===== config.mk =====
export PLATFORM = sky130hd
export DESIGN_NAME = seq_detect_prog_flat
export DESIGN_NICKNAME = d
export VERILOG_FILES = /design/src/rtl/seq_detect_prog_if.sv /design/src/rtl/seq_detect_prog.sv /design/src/flat_wrapper.sv
export SDC_FILE = /design/constraint.sdc
export NUM_CORES = 1
export LEC_CHECK = 0
export CORE_MARGIN = 1
export CORE_UTILIZATION = 41
export DETAILED_ROUTE_END_ITERATION = 8
export DONT_BUFFER_PORTS = 1
export PLACE_DENSITY = 0.53
export SYNTH_ARGS = -nofsm -noshare
export SYNTH_HDL_FRONTEND = slang
export SYNTH_SLANG_ARGS = --single-unit

===== constraint.sdc =====
create_clock -name clk -period 2.8 [get_ports clk]
set_input_delay 0.14 -clock clk [delete_from_list [all_inputs] [get_ports clk]]
set_output_delay 0.14 -clock clk [all_outputs]
set_load 0.05 [all_outputs]

===== src/rtl/seq_detect_prog_if.sv =====
// Purpose: groups the configuration, stream, counter-clear and result signals of
//          the programmable sequence detector into one bundle.
// Signals:
//   cfg_load     latch cfg_pattern/cfg_len/cfg_ovl this cycle
//   cfg_pattern  pattern, bit [len-1] is the first bit received
//   cfg_len      pattern length in bits (0 disables, >MAX_LEN clamps)
//   cfg_ovl      1 = overlapping detection
//   in_valid     in carries a valid stream bit
//   in           serial data bit
//   cnt_clr      synchronous clear of match_count
//   detect       registered match flag
//   match_count  saturating match counter
// Modports: master drives config/stream, slave is the detector.
interface seq_detect_prog_if #(
    parameter int MAX_LEN = 8,
    parameter int LEN_W   = 4,
    parameter int CNT_W   = 8
);
    logic               cfg_load;
    logic [MAX_LEN-1:0] cfg_pattern;
    logic [LEN_W-1:0]   cfg_len;
    logic               cfg_ovl;
    logic               in_valid;
    logic               in;
    logic               cnt_clr;
    logic               detect;
    logic [CNT_W-1:0]   match_count;

    modport master (
        output cfg_load, cfg_pattern, cfg_len, cfg_ovl, in_valid, in, cnt_clr,
        input  detect, match_count
    );

    modport slave (
        input  cfg_load, cfg_pattern, cfg_len, cfg_ovl, in_valid, in, cnt_clr,
        output detect, match_count
    );
endinterface


===== src/rtl/seq_detect_prog.sv =====
// Purpose: programmable serial bit-sequence detector with a registered (Moore)
//          match flag and a saturating match counter. Pattern, length and
//          overlap mode are loaded at runtime.
// Ports:
//   clk  clock, rising edge
//   rst  asynchronous active-low reset
//   bus  seq_detect_prog_if.slave: config, stream, cnt_clr, detect, match_count
//
// State  | meaning
// hist   | last MAX_LEN accepted bits, newest at [0]
// hist_cnt | number of usable bits in hist (0..MAX_LEN); zeroed after a
//          | non-overlapping match so matched bits cannot be reused
// detect | result of the most recent accepted beat
module seq_detect_prog #(
    parameter int               MAX_LEN     = 8,
    parameter int               LEN_W       = 4,
    parameter int               CNT_W       = 8,
    parameter logic [MAX_LEN-1:0] RST_PATTERN = MAX_LEN'(8'h09),
    parameter int               RST_LEN     = 4,
    parameter logic             RST_OVL     = 1'b0
) (
    input  logic               clk,
    input  logic               rst,
    seq_detect_prog_if.slave   bus
);

    localparam logic [LEN_W-1:0] MAX_LEN_L = LEN_W'(MAX_LEN);

    logic [MAX_LEN-1:0] pattern;
    logic [LEN_W-1:0]   len;
    logic               ovl;
    logic [MAX_LEN-1:0] hist;
    logic [LEN_W-1:0]   hist_cnt;
    logic               detect_q;
    logic [CNT_W-1:0]   count_q;

    logic               accept;
    logic [MAX_LEN-1:0] hist_nxt;
    logic [LEN_W-1:0]   cnt_inc;
    logic [MAX_LEN-1:0] mask;
    logic               match;
    logic [LEN_W-1:0]   len_clamped;

    always_comb begin
        // A config load in the same cycle takes priority and drops the beat.
        accept      = bus.in_valid && !bus.cfg_load;
        hist_nxt    = {hist[MAX_LEN-2:0], bus.in};
        cnt_inc     = (hist_cnt >= MAX_LEN_L) ? MAX_LEN_L : hist_cnt + LEN_W'(1);
        for (int i = 0; i < MAX_LEN; i++) begin
            mask[i] = (i < int'(len));
        end
        match       = accept && (len != '0) && (cnt_inc >= len) &&
                      (((hist_nxt ^ pattern) & mask) == '0);
        len_clamped = (bus.cfg_len > MAX_LEN_L) ? MAX_LEN_L : bus.cfg_len;
    end

    always_ff @(posedge clk or negedge rst) begin
        if (!rst) begin
            pattern  <= RST_PATTERN;
            len      <= LEN_W'(RST_LEN);
            ovl      <= RST_OVL;
            hist     <= '0;
            hist_cnt <= '0;
            detect_q <= 1'b0;
            count_q  <= '0;
        end else begin
            if (bus.cfg_load) begin
                pattern  <= bus.cfg_pattern;
                len      <= len_clamped;
                ovl      <= bus.cfg_ovl;
                hist_cnt <= '0;
                detect_q <= 1'b0;
            end else if (bus.in_valid) begin
                hist     <= hist_nxt;
                hist_cnt <= (match && !ovl) ? '0 : cnt_inc;
                detect_q <= match;
            end

            // Clear beats a simultaneous match.
            if (bus.cnt_clr) begin
                count_q <= '0;
            end else if (match && !(&count_q)) begin
                count_q <= count_q + CNT_W'(1);
            end
        end
    end

    assign bus.detect      = detect_q;
    assign bus.match_count = count_q;

endmodule


===== src/flat_wrapper.sv =====
// flat-port wrapper written by rule: the top's interface ports become plain ports
module seq_detect_prog_flat 
#(
    parameter int               MAX_LEN     = 8,
    parameter int               LEN_W       = 4,
    parameter int               CNT_W       = 8,
    parameter logic [MAX_LEN-1:0] RST_PATTERN = MAX_LEN'(8'h09),
    parameter int               RST_LEN     = 4,
    parameter logic             RST_OVL     = 1'b0
)
  (clk, rst, bus_cfg_load, bus_cfg_pattern, bus_cfg_len, bus_cfg_ovl, bus_in_valid, bus_in, bus_cnt_clr, bus_detect, bus_match_count);
  seq_detect_prog_if #(.MAX_LEN(MAX_LEN), .LEN_W(LEN_W), .CNT_W(CNT_W)) bus_i ();
  input  logic clk;
  input  logic rst;
  input wire logic [$bits(bus_i.cfg_load)-1:0] bus_cfg_load;
  input wire logic [$bits(bus_i.cfg_pattern)-1:0] bus_cfg_pattern;
  input wire logic [$bits(bus_i.cfg_len)-1:0] bus_cfg_len;
  input wire logic [$bits(bus_i.cfg_ovl)-1:0] bus_cfg_ovl;
  input wire logic [$bits(bus_i.in_valid)-1:0] bus_in_valid;
  input wire logic [$bits(bus_i.in)-1:0] bus_in;
  input wire logic [$bits(bus_i.cnt_clr)-1:0] bus_cnt_clr;
  output wire logic [$bits(bus_i.detect)-1:0] bus_detect;
  output wire logic [$bits(bus_i.match_count)-1:0] bus_match_count;
  assign bus_i.cfg_load = bus_cfg_load;
  assign bus_i.cfg_pattern = bus_cfg_pattern;
  assign bus_i.cfg_len = bus_cfg_len;
  assign bus_i.cfg_ovl = bus_cfg_ovl;
  assign bus_i.in_valid = bus_in_valid;
  assign bus_i.in = bus_in;
  assign bus_i.cnt_clr = bus_cnt_clr;
  assign bus_detect = bus_i.detect;
  assign bus_match_count = bus_i.match_count;
  seq_detect_prog #(.MAX_LEN(MAX_LEN), .LEN_W(LEN_W), .CNT_W(CNT_W), .RST_PATTERN(RST_PATTERN), .RST_LEN(RST_LEN), .RST_OVL(RST_OVL)) u_core (.clk(clk), .rst(rst), .bus(bus_i));
endmodule

==> impl_results.md <==
* Synthesis-stage register bit count at 33
* Hpwl dp at about 2400 um
* TritonCTS clock tree: yes
* Cell repeated most along the worst path: ha_1
* Clock Tree Buf Depth at 2
* Ant diodes at 0
* Num rows at 23
* # IOs at 28
* GRT overflow at 0
* Worst Hold Class: input pin to register
* Via Count at about 1300
* Drc violations at 0
* Root Buffer: clkbuf_8
* Fin. max-slew vios at 0
* Sink Count at 33
* Die area at about 0.0045 mm2
* Final worst slack at around 0.21 ns
* Seq. cell area at slightly above 800 um2
* Final hold vios at 0
* Routability cong. at roughly 0.76
* Die Y at ~67 um
* Post-synth net total at about 190
* Yosys cell types at 39
* Static Leak at just under 0.9 nW
* Initial antenna violation count at 0
* Worst Path Arrival at around 2.8 ns
* Power, Total at 1.11 mW
* Prevailing post-synth register cell: dfrtp_1
* TNS Setup at 0 ns
* Pwr dens at 543 mW/mm2
* Final Skew at around 0.013 ns
* Slew @ Worst Pin at roughly 0.74 ns
* Number of port buffers at 0
* Most common library cell in the layout ignoring fill and taps: nand2_1
* First-pass GRT wire length at around 5900 um
* Area Overhead vs Synth at 18.2%
* Multi-input logic area at ~840 um2
* Synth warnings at 0
* ANT nets after route at 0
* Largest stage delay, worst path at approximately 0.55 ns
* Status: completed
* RSZ-0062 raised after global routing: false
* Place WS at about 0.12 ns
* Drt first pass iters at 4
* Starting DRC count in detailed routing at 54
* Setup crit start kind: register
* Worst VDD drop at between 300 and 400 uV
* Die Wd at 66.9 um
* Core ar. at between 0.004 and 0.005 mm2
* Crit-path max FO at 10
* H-tree depth at 2
* Mapped Area at 0.00173 mm2
* Number of synthesized flops with an enable pin at 0
* Wirelength per Cell at about 15 um
* Syn Inst Count at 167
* Ratio of cells with drive above 1 in the final layout at 0.148
* Worst skew pair latency at slightly below 0.3 ns
* Ys async rst share at 1.00
* Total Wirelength at 3630 um
* Final clock period utilization by the worst path at 0.926
* WHS at 0.00873 ns
* Post-CTS resize count at 0
* Fmax at 386 MHz
* Syn Area/Cell at a little over 10 um2
* Total CTS buffers at 5
* Critical setup path kind: register to register
* Initial core utilization at 0.429
* Crit-path cells: ha_1 > xnor2_1 > nor2_1 > ha_1 > o21a_1 > o22ai_1 > nor4_4 > nand4_4 > or4_1 > a21oi_1
* Final layout net count at about 210
* Via/cell ratio at between 5 and 6
* Clk pin slew, worst setup/hold paths at ~0.070 ns
* Setup violations, final at 0
* CP Capture Type: register
* Max-cap check violation count at 0
* Critical Path RT at between 3 and 4 ns
* Largest net degree at the start of global routing at 34
* Vias in the first global route at roughly 1300
* Highest-count cells in the layout ignoring fill and taps: nand2_1, dfrtp_1, dlygate4sd3_1
* Relative slew slack at 0.505
* All-layer global routing usage at 0.182
* Fillers at 410
* Fin crit period at about 2.6 ns
* Post-synthesis sequential area ratio at 0.480
* Slowest cell on the critical path: or4_1
[worst max-delay path: cells and delay by family (launching register included)]
| family | cells | cell delay (ns) |
|---|---|---|
| simple gates | 4 | 1.10 |
| fa+ha+maj | 2 | 0.50 |
| xor+xnor | 1 | 0.15 |
| compound gates | 3 | 0.36 |
| flops | 1 | 0.42 |
[cells by family after synthesis]
family          Yosys count  share of synthesized area
simple gates             65                      0.207
flops                    33                      0.480
compound gates           31                      0.117
buf+inv                  12                     0.0348
xor+xnor                 10                     0.0507
mux                       9                     0.0587
fa+ha+maj                 7                     0.0507
[through the flow]
step                std cells  area, um2  utilization
global placement          213       1760        0.438
floorplan                 167       1730            -
finish                    239       2040        0.507
global route              239       2040        0.507
detailed placement        213       1760        0.438
CTS                       235       2000        0.497
[cells in the mapped netlist, drive strengths merged (2+ instances only)]
library cell	number	area [um2]
inv	6	22.5
a21oi	8	40.0
xnor2	8	70.1
o31ai	3	22.5
buf	3	26.3
o22ai	4	25.0
nor2b	3	18.8
mux2	9	101
nor2	6	22.5
nand4	3	33.8
nor4	3	33.8
a32o	3	30.0
or2	2	12.5
ha	7	87.6
clkbuf	2	7.51
nand2b	4	32.5
xor2	2	17.5
or3	2	12.5
dfstp	3	78.8
a31o	2	17.5
dfrtp	30	751
a31oi	2	12.5
o21ai	6	30.0
nand3	3	15.0
or4	3	22.5
nand2	32	120
[layout make-up]
class	count	share of cell area
Tap cell	50	0.0307
Inverter	7	0.0129
Timing Repair Buffer	19	0.0956
Clock buffer	8	0.0441
Sequential cell	33	0.406
Multi-Input combinational cell	122	0.410
[per-layer routing]
metal	global-route usage	up-vias	wire length, um
met4	0.0798	0	58
met2	0.299	36	1880
met5	0	-	0
met3	0.0479	6	153
li1	-	632	-
met1	0.222	616	1540
[registers in the layout (all words and copies together), names as in the netlist]
name,count
u_core.len,4
u_core.ovl,1
u_core.bus.detect,1
u_core.pattern,8
u_core.bus.match_count,8
u_core.hist,7
u_core.hist_cnt,4
[repair_timing]
| item | in CTS | in global routing |
|---|---|---|
| endpoints found under the setup margin | 0 | 1 |
| buffers inserted | 0 | 1 |
| hold buffers | 14 | 3 |
| endpoints found under the hold margin | 51 | 2 |
[path summary, 6_finish.rpt]
check	start	endpoint	slack [ns]	cells after the start
worst min-delay path	bus_cfg_ovl	u_core.ovl	0.009	1
worst max-delay path	u_core.hist_cnt[0]	u_core.bus.match_count[7]	0.21	10
min in group asynchronous	rst	u_core.bus.match_count[3]	0.28	2
max in group asynchronous	rst	u_core.pattern[0]	2.25	2
worst min register to register	u_core.hist[6]	u_core.hist[6]	0.50	2
worst max register to register	u_core.hist_cnt[0]	u_core.bus.match_count[7]	0.21	10
[power breakdown]
part,switching (mW),internal [mW]
Combinational,0.0866,0.0950
Sequential,0.0372,0.519
Clock,0.170,0.200
Total,0.294,0.815
Note: power is estimated with default switching activity, not from simulation.
